**src/rtl/morse_buzzer_sequencer.sv**
```systemverilog
// Morse buzzer sequencer: three push-button timing levels plus a per-symbol
// tone/gap player behind a valid/ready handshake.
module morse_buzzer_sequencer #(
  parameter int TICK_DIV  = 10_000_000,
  parameter int TONE_HALF = 0,
  parameter int TICK_W    = 8,
  parameter int LONG1     = 10,
  parameter int LONG2     = 16,
  parameter int LONG3     = 20,
  parameter int SHORT1    = 2,
  parameter int SHORT2    = 6,
  parameter int SHORT3    = 8,
  parameter int SPACE0    = 6,
  parameter int SPACE1    = 10
) (
  input  logic       clk,
  input  logic       rst_n,
  input  logic       btn_long,
  input  logic       btn_short,
  input  logic       btn_space,
  input  logic       sym_valid,
  input  logic       sym_dash,
  output logic       sym_ready,
  input  logic       abort,
  output logic       buzzer,
  output logic       busy,
  output logic       done,
  output logic [1:0] lvl_long,
  output logic [1:0] lvl_short,
  output logic       lvl_space
);

  localparam int PW = (TICK_DIV > 1) ? $clog2(TICK_DIV) : 1;
  localparam int HW = (TONE_HALF > 1) ? $clog2(TONE_HALF) : 1;
  localparam logic [PW-1:0] PRESC_MAX = PW'(TICK_DIV - 1);
  localparam logic [HW-1:0] HALF_MAX  = HW'((TONE_HALF > 0) ? TONE_HALF - 1 : 0);

  typedef enum logic [1:0] {IDLE, TONE, GAP} state_t;

  state_t            state_q, state_d;
  logic [PW-1:0]     presc_q, presc_d;
  logic [HW-1:0]     half_q, half_d;
  logic [TICK_W-1:0] tone_q, tone_d;
  logic [TICK_W-1:0] gap_q, gap_d;
  logic              buzz_q, buzz_d;
  logic              done_q, done_d;
  logic [1:0]        lvl_long_q, lvl_long_d;
  logic [1:0]        lvl_short_q, lvl_short_d;
  logic              lvl_space_q, lvl_space_d;
  logic [2:0]        btn_prev_q, btn_prev_d;
  logic [2:0]        btn_now, btn_rise;

  function automatic logic [1:0] step3(input logic [1:0] l);
    return (l == 2'd3) ? 2'd1 : l + 2'd1;
  endfunction

  function automatic logic [TICK_W-1:0] long_ticks(input logic [1:0] l);
    case (l)
      2'd2:    return TICK_W'(LONG2);
      2'd3:    return TICK_W'(LONG3);
      default: return TICK_W'(LONG1);
    endcase
  endfunction

  function automatic logic [TICK_W-1:0] short_ticks(input logic [1:0] l);
    case (l)
      2'd2:    return TICK_W'(SHORT2);
      2'd3:    return TICK_W'(SHORT3);
      default: return TICK_W'(SHORT1);
    endcase
  endfunction

  assign btn_now  = {btn_long, btn_short, btn_space};
  assign btn_rise = btn_now & ~btn_prev_q;

  always_comb begin
    state_d     = state_q;
    presc_d     = presc_q;
    half_d      = half_q;
    tone_d      = tone_q;
    gap_d       = gap_q;
    buzz_d      = buzz_q;
    done_d      = 1'b0;
    btn_prev_d  = btn_now;
    lvl_long_d  = btn_rise[2] ? step3(lvl_long_q)  : lvl_long_q;
    lvl_short_d = btn_rise[1] ? step3(lvl_short_q) : lvl_short_q;
    lvl_space_d = btn_rise[0] ? ~lvl_space_q       : lvl_space_q;

    case (state_q)
      IDLE: begin
        buzz_d = 1'b0;
        if (!abort && sym_valid) begin
          tone_d  = sym_dash ? long_ticks(lvl_long_q) : short_ticks(lvl_short_q);
          gap_d   = lvl_space_q ? TICK_W'(SPACE1) : TICK_W'(SPACE0);
          presc_d = '0;
          half_d  = '0;
          buzz_d  = 1'b1;
          state_d = TONE;
        end
      end
      TONE: begin
        if (abort) begin
          state_d = IDLE;
          buzz_d  = 1'b0;
          presc_d = '0;
          half_d  = '0;
          tone_d  = '0;
          gap_d   = '0;
        end else begin
          if (TONE_HALF > 0) begin
            if (half_q == HALF_MAX) begin
              half_d = '0;
              buzz_d = ~buzz_q;
            end else begin
              half_d = half_q + HW'(1);
            end
          end
          // Tone expiry overrides any toggle so the gap always starts silent.
          if (presc_q == PRESC_MAX) begin
            presc_d = '0;
            if (tone_q == TICK_W'(1)) begin
              state_d = GAP;
              tone_d  = '0;
              half_d  = '0;
              buzz_d  = 1'b0;
            end else begin
              tone_d = tone_q - TICK_W'(1);
            end
          end else begin
            presc_d = presc_q + PW'(1);
          end
        end
      end
      GAP: begin
        buzz_d = 1'b0;
        if (abort) begin
          state_d = IDLE;
          presc_d = '0;
          half_d  = '0;
          tone_d  = '0;
          gap_d   = '0;
        end else if (presc_q == PRESC_MAX) begin
          presc_d = '0;
          if (gap_q == TICK_W'(1)) begin
            state_d = IDLE;
            gap_d   = '0;
            done_d  = 1'b1;
          end else begin
            gap_d = gap_q - TICK_W'(1);
          end
        end else begin
          presc_d = presc_q + PW'(1);
        end
      end
      default: state_d = IDLE;
    endcase
  end

  always_ff @(posedge clk or negedge rst_n) begin
    if (!rst_n) begin
      state_q     <= IDLE;
      presc_q     <= '0;
      half_q      <= '0;
      tone_q      <= '0;
      gap_q       <= '0;
      buzz_q      <= 1'b0;
      done_q      <= 1'b0;
      lvl_long_q  <= 2'd1;
      lvl_short_q <= 2'd1;
      lvl_space_q <= 1'b0;
      btn_prev_q  <= '1;
    end else begin
      state_q     <= state_d;
      presc_q     <= presc_d;
      half_q      <= half_d;
      tone_q      <= tone_d;
      gap_q       <= gap_d;
      buzz_q      <= buzz_d;
      done_q      <= done_d;
      lvl_long_q  <= lvl_long_d;
      lvl_short_q <= lvl_short_d;
      lvl_space_q <= lvl_space_d;
      btn_prev_q  <= btn_prev_d;
    end
  end

  assign sym_ready = (state_q == IDLE);
  assign busy      = (state_q != IDLE);
  assign buzzer    = buzz_q;
  assign done      = done_q;
  assign lvl_long  = lvl_long_q;
  assign lvl_short = lvl_short_q;
  assign lvl_space = lvl_space_q;

endmodule

```
**config.mk**
```make
export PLATFORM = sky130hd
export DESIGN_NAME = morse_buzzer_sequencer
export DESIGN_NICKNAME = d
export VERILOG_FILES = /design/src/rtl/morse_buzzer_sequencer.sv
export SDC_FILE = /design/constraint.sdc
export NUM_CORES = 1
export LEC_CHECK = 0
export CAP_MARGIN = 15
export CORE_UTILIZATION = 51
export CTS_BUF_LIST = sky130_fd_sc_hd__clkbuf_8 sky130_fd_sc_hd__clkbuf_16
export CTS_CLUSTER_DIAMETER = 80
export DETAILED_ROUTE_END_ITERATION = 8
export GPL_ROUTABILITY_DRIVEN = 0
export PLACE_DENSITY = 0.84
export SYNTH_ARGS = -nofsm -noshare
export SYNTH_HDL_FRONTEND = slang
export SYNTH_SLANG_ARGS = --single-unit
export TNS_END_PERCENT = 30
```
**constraint.sdc**
```tcl
create_clock -name clk -period 2 [get_ports clk]
set_input_delay 0.2 -clock clk [delete_from_list [all_inputs] [get_ports clk]]
set_output_delay 0.2 -clock clk [all_outputs]
set_load 0.01 [all_outputs]
```
## Word-level counts from Yosys, hierarchy flattened

Index checks and enable logic that the tools add are counted.
Widths: inputs -> output; s select.

| storage, ports and cells | value |
|---|---|
| register bits | 52 |
| input bits | 8 |
| output and inout port bits | 9 |

| operators by class | value |
|---|---|
| $add $sub $neg | 5 |
| equal/unequal tests | 16 |
| muxes and demuxes | 38 |
| bitwise logic cells | 3 |
| reductions and logical operators | 12 |

Operator list:

| cell | count |
|---|---|
| $mux 8 | 10 |
| $mux 24 | 3 |
| $pmux 24 s2 | 1 |
| $pmux 8 s3 | 2 |
| $add 24x1->24 const B | 1 |
| $eq 24x24->1 const B | 1 |
| $mux 2 | 9 |
| $eq 8x1->1 const B | 2 |
| $sub 8x1->8 const B | 2 |
| $ne 3x3->1 const B | 4 |
| $eq 2x2->1 const B | 5 |
| $pmux 5 s2 | 1 |
| $mux 1 | 8 |
| $pmux 4 s2 | 1 |
| $reduce_and 4->1 | 2 |
| $pmux 2 s3 | 1 |
| $reduce_and 5->1 | 1 |
| $add 2x1->2 const B | 2 |
| $mux 4 | 1 |
| $ne 2x2->1 const B | 2 |
| $reduce_bool 2->1 | 2 |
| $and 3x3->3 | 1 |
| $not 3->3 | 1 |
| $pmux 1 s3 | 1 |
| 10 further kinds | 10 |

## Depth between registers and ports, before layout

| logic depth | value |
|---|---|
| word-level depth | 5 |
| mapped depth | 8 |
| gate-level depth less buffers | 7 |

## Worst setup path before layout

No wires, ideal clock.

| timing path | value |
|---|---|
| path type | register to register |
| start | register state_q[0] |
| end | register presc_q[7] |
| setup time | 118 ps |
| arrival | 1906 ps |
| slack | -24 ps |
| stages on the path, launching flop included | 9 |
| cells stage by stage | dfrtp_1 inv_1 ha_1 clkbuf_1 mux2i_1 clkbuf_1 clkbuf_1 nor4b_1 a21o_1 |

| on the way | value |
|---|---|
| word-level cells in the longest chain between the ends | 4 |
| elaborated cells on any way between the ends | 8 |
| classes of those cells | 3 x eq/ne; 1 x mux; 4 x reduce/logical |

RTL lines:

| element | RTL line | text |
|---|---|---|
| start, declared | 40 | `state_t state_q, state_d;` |
| start signal, assigned | 173 | `state_q <= state_d;` |
| $eq 2x2->1 or $eq 2x1->1 (tied branches) | 89 | `case (state_q)` |
| $reduce_or 2->1 (no source line) | - |  |
| $reduce_bool 2->1 (no source line) | - |  |
| $reduce_and 2->1 (no source line) | - |  |
| end signal, assigned | 174 | `presc_q <= presc_d;` |
| end, declared | 41 | `logic [PW-1:0] presc_q, presc_d;` |

Several ways; a longest one is shown, not always the timed one.
A chain may end at the register's enable or synchronous reset.

## Worst setup path in the final report

| timing path | value |
|---|---|
| start | register state_q[1] |
| end | register tone_q[6] |

| on the way | value |
|---|---|
| word-level cells in the longest chain between the ends | 3 |
| elaborated cells on any way between the ends | 9 |
| classes of those cells | 5 x eq/ne; 1 x mux; 3 x reduce/logical |

RTL lines:

| element | RTL line | text |
|---|---|---|
| $eq 2x1->1, or another cell as far along | 89 |  |
| $ne 3x3->1 (no source line), or another cell as far along | - |  |
| $reduce_and 4->1 (no source line) | - |  |
| end signal, assigned | 176 | `tone_q <= tone_d;` |
| end, declared | 43 | `logic [TICK_W-1:0] tone_q, tone_d;` |

Several ways; a longest one is shown, not always the timed one.

==> metrics.md <==
| Metric | Value |
|---|---|
| Outcome | finished with violations |
| Failing checks | setup timing |
| Max clock buf depth | 2 |
| Crit Path Max Fanout | 4 |
| Chip height | ~81 µm |
| Antenna Cells | 0 |
| Largest family of logic cells by synthesized area | simple AND/OR/NAND/NOR gates |
| Flop pwr share | a little over a third |
| Clk slew on worst S/H paths | roughly 100 ps |
| Antenna violations before repair | 0 |
| Register bit count reported by yosys | 52 |
| Max-slew headroom | between 50% and 60% |
| DRT antenna net count | 0 |
| Max-cap violations | 0 |
| Setup WS post-layout | -28.4 ps |
| Hold buffer count at cts | 0 |
| CP cell instances | inv_2, buf_4, ha_2, nand3b_1, a31o_2, or3_4, nor4_2, o22a_1 |
| # setup viols final | 2 |
| Drt via density | 6.37 |
| Post-route DRC | 0 |
| Register area share after synthesis | 40.7% |
| Cell Area, Synth | 3210 µm² |
| Post-synthesis mux area share | under 10% |
| Detail-routed net length per standard cell | ~17 µm |
| Worst Max-Slew Pin Slew | 680 ps |
| Number of enable flip-flop cells after synthesis | 0 |
| Most common flop cell mapped by yosys | dfrtp_1 |
| Number of port buffers | 16 |
| Initial Util | 53.6% |
| P_sw | around 1.7 mW |
| Global-route wire length before repair | around 13,000 µm |
| Setup CP Type | reg -> reg |
| Adder-cell share of the synthesized area | 6.24% |
| Clock network power share | between 10% and 20% |
| Syn Area/Cell | ~8.9 µm² |
| Clk sinks | between 50 and 60 |
| CTS buffer count | 5 |
| First drt pass iteration count | 5 |
| Synth async-reset ratio | 100% |
| Hpwl dp | between 5000 and 6000 µm |
| Synthesized Nets | 383 |
| Worst path max stage delay | roughly 410 ps |
| Internal Power | roughly 2.4 mW |
| Total gr overflow | 0 |
| Comb power frac | 51.1% |
| Post-synthesis compound-gate area fraction | about 20% |
| Hold Vio Cnt, Final | 0 |
| Crit end category | register |
| Delay-heaviest family, CP | simple AND/OR/NAND/NOR gates |
| Crit start category | register |
| Skew-Pair Late Insertion Delay | about 310 ps |
| Power per cell area | 1030 nW/µm² |
| FP Rows | 28 |
| Util after Layout | between 60% and 70% |
| Worst clock skew | ~14 ps |
| Full die area | approximately 6600 µm² |
| Peak VDD IR | around 860 µV |
| Area grow syn2layout | 25.0% |
| Distinct cells, synth | 55 |
| Simple-gate share of the synthesized area | about a quarter |
| GRT Overall Usage | a little over a quarter |
| 1st-iter DRT viols | between 200 and 250 |
| Min cycle time layout | around 2000 ps |
| Core area | 5990 µm² |
| Largest net degree at the start of global routing | 53 |
| Ports | 17 |
| CP Data Arrival Time | 2280 ps |
| Net Sw Frac | 41.1% |
| Vias in the first global route | just under 3k |
| Yosys warns | 0 |
| Total wire length | between 8000 and 9000 µm |
| DP Worst Slack | -129 ps |
| Root Driver | clkbuf_8 |
| Buf/Inv on CP | 2 |
| Layout cells sized above 1 | roughly a quarter |
| Die width | around 81 µm |
| Nets | 448 |
| RSZ-0062 raised after global routing | true |
| LEAKAGE | roughly 1.8 nW |
| Routed vias | ~3.2k |
| CTS tree | built |
| H-tree levels | 2 |
| Critical path required time | ~2300 ps |
| HP Class | in -> async |
| Post-synthesis instance total | ~360 |
| Slew Viols, Final | 0 |
| Xor/xnor share of the synthesized area | 0.273% |
| CP max-delay cell | dfrtp_1 |
| Tcrit/Tclk final | 101% |
| FMAX | between 0.4 and 0.5 GHz |
==> final cells by class <==
type / instances / area, µm²
Multi-Input combinational cell: 272 / 1880
Clock buffer: 5 / 68.8
Clock inverter: 2 / 8.76
Timing Repair Buffer: 70 / 564
Sequential cell: 52 / 1310
Fill cell: 461 / 1980
Tap cell: 75 / 93.8
Inverter: 23 / 86.3
==> stage by stage <==
| step | setup TNS [ps] | power [mW] | std cells | hold WS, ps | cell area, µm² |
|---|---|---|---|---|---|
| global placement | -99.5 | 3.30 | 489 | 361 | 3780 |
| floorplan | 0 | 2.53 | 359 | -95.6 | 3210 |
| finish | -38.6 | 4.13 | 499 | 2.58 | 4010 |
| CTS | 0 | 3.99 | 498 | 27.1 | 3890 |
| global route | -518 | 4.41 | 499 | 57.3 | 4010 |
| detailed placement | -574 | 3.38 | 489 | 364 | 3780 |
==> cells by family after synthesis <==
kind of cell	count (synthesis)
adder cells (fa/ha/maj)	16
AND/OR/NAND/NOR	148
multiplexers	7
buffers and inverters	35
AO/OA/AOI/OAI	100
flip-flops	52
XOR/XNOR	1
==> power by group through the flow <==
stage | clock network, mW | logic (mW) | registers, mW
6_report | 0.578 | 2.11 | 1.44
5_1_grt | 0.622 | 2.32 | 1.46
4_1_cts | 0.590 | 1.98 | 1.42
3_5_place_dp | 0 | 1.94 | 1.43
3_3_place_gp | 0 | 1.88 | 1.42
2_1_floorplan | 0 | 1.10 | 1.43
==> cells in the final DEF, fill, tap and decap left out, types with 4 or more instances in the layout <==
master / Yosys / layout
a21o_1: 7 / 7
a21oi_1: 22 / 20
a22o_1: 5 / 5
a31oi_1: 4 / 4
and2_1: 4 / 4
and3_1: 6 / 6
buf_4: 0 / 53
clkbuf_8: 0 / 5
clkdlybuf4s50_1: 0 / 15
dfrtp_1: 47 / 46
dfstp_2: 5 / 5
ha_1: 16 / 12
inv_1: 23 / 22
mux2i_1: 6 / 5
nand2_1: 29 / 28
nand2b_1: 9 / 9
nand3_1: 15 / 15
nand4_1: 8 / 8
nor2_1: 24 / 23
nor2b_1: 4 / 4
nor3_1: 14 / 12
nor4_1: 5 / 4
o21ai_0: 29 / 27
o31ai_1: 11 / 10
or3_1: 5 / 4
or4_1: 10 / 10
==> final timing paths <==
check,endpoint,slack [ps],from,cells after the start
min in group clk,btn_prev_q[1],320,btn_short,1
worst min-delay path,presc_q[5],3,rst_n,2
max in group asynchronous,presc_q[2],1510,rst_n,2
worst max register to register,tone_q[6],-30,state_q[1],8
worst max-delay path,tone_q[6],-30,state_q[1],8
worst min register to register,lvl_long[0],520,lvl_long[0],2
==> repair_timing <==
item                       CTS  global route
pin swaps                    1             4
gates resized for setup      6            27
setup buffers                2             1
setup endpoints to repair   11            36
==> registers in the layout, indices dropped and copies added (netlist names) <==
name / flops
lvl_space: 1
btn_prev_q: 3
lvl_long: 2
tone_q: 8
gap_q: 8
done: 1
buzzer: 1
lvl_short: 2
presc_q: 24
state_q: 2
==> cell usage after synthesis (2+ instances only) <==
cell / number / area share, %
buf_2: 3 / 0.47
nor2b_1: 4 / 0.78
a22o_1: 5 / 1.4
or3_1: 5 / 0.97
nor4_1: 5 / 0.97
o22ai_1: 3 / 0.58
or4_1: 10 / 2.3
and2_1: 4 / 0.78
nand3_1: 15 / 2.3
o211ai_1: 2 / 0.47
nor4_2: 3 / 1.2
buf_6: 2 / 0.70
a31oi_1: 4 / 0.78
mux2i_1: 6 / 1.9
ha_1: 16 / 6.2
nand2_1: 29 / 3.4
nor2_1: 24 / 2.8
a21o_1: 7 / 1.6
a21oi_1: 22 / 3.4
nor4b_2: 2 / 0.94
o41ai_1: 2 / 0.55
o21ai_0: 29 / 4.5
inv_1: 23 / 2.7
nand4_1: 8 / 1.6
clkbuf_1: 7 / 0.82
dfrtp_1: 47 / 37
nand2b_1: 9 / 1.8
o311ai_0: 2 / 0.55
o31ai_1: 11 / 2.6
and3_1: 6 / 1.2
dfstp_2: 5 / 4.1
o22a_1: 3 / 0.82
nor3_1: 14 / 2.2
==> metal layers <==
layer	up-vias	track usage [%]	part of all wire, %	wire length, µm
li1	1454	-	-	-
met2	163	42.9	49	4040
met4	0	9.11	1.8	148
met5	-	0	0	0
met1	1540	34.4	43	3580
met3	20	5.17	5.9	483
No activity file was read; power rests on OpenSTA's default activity.
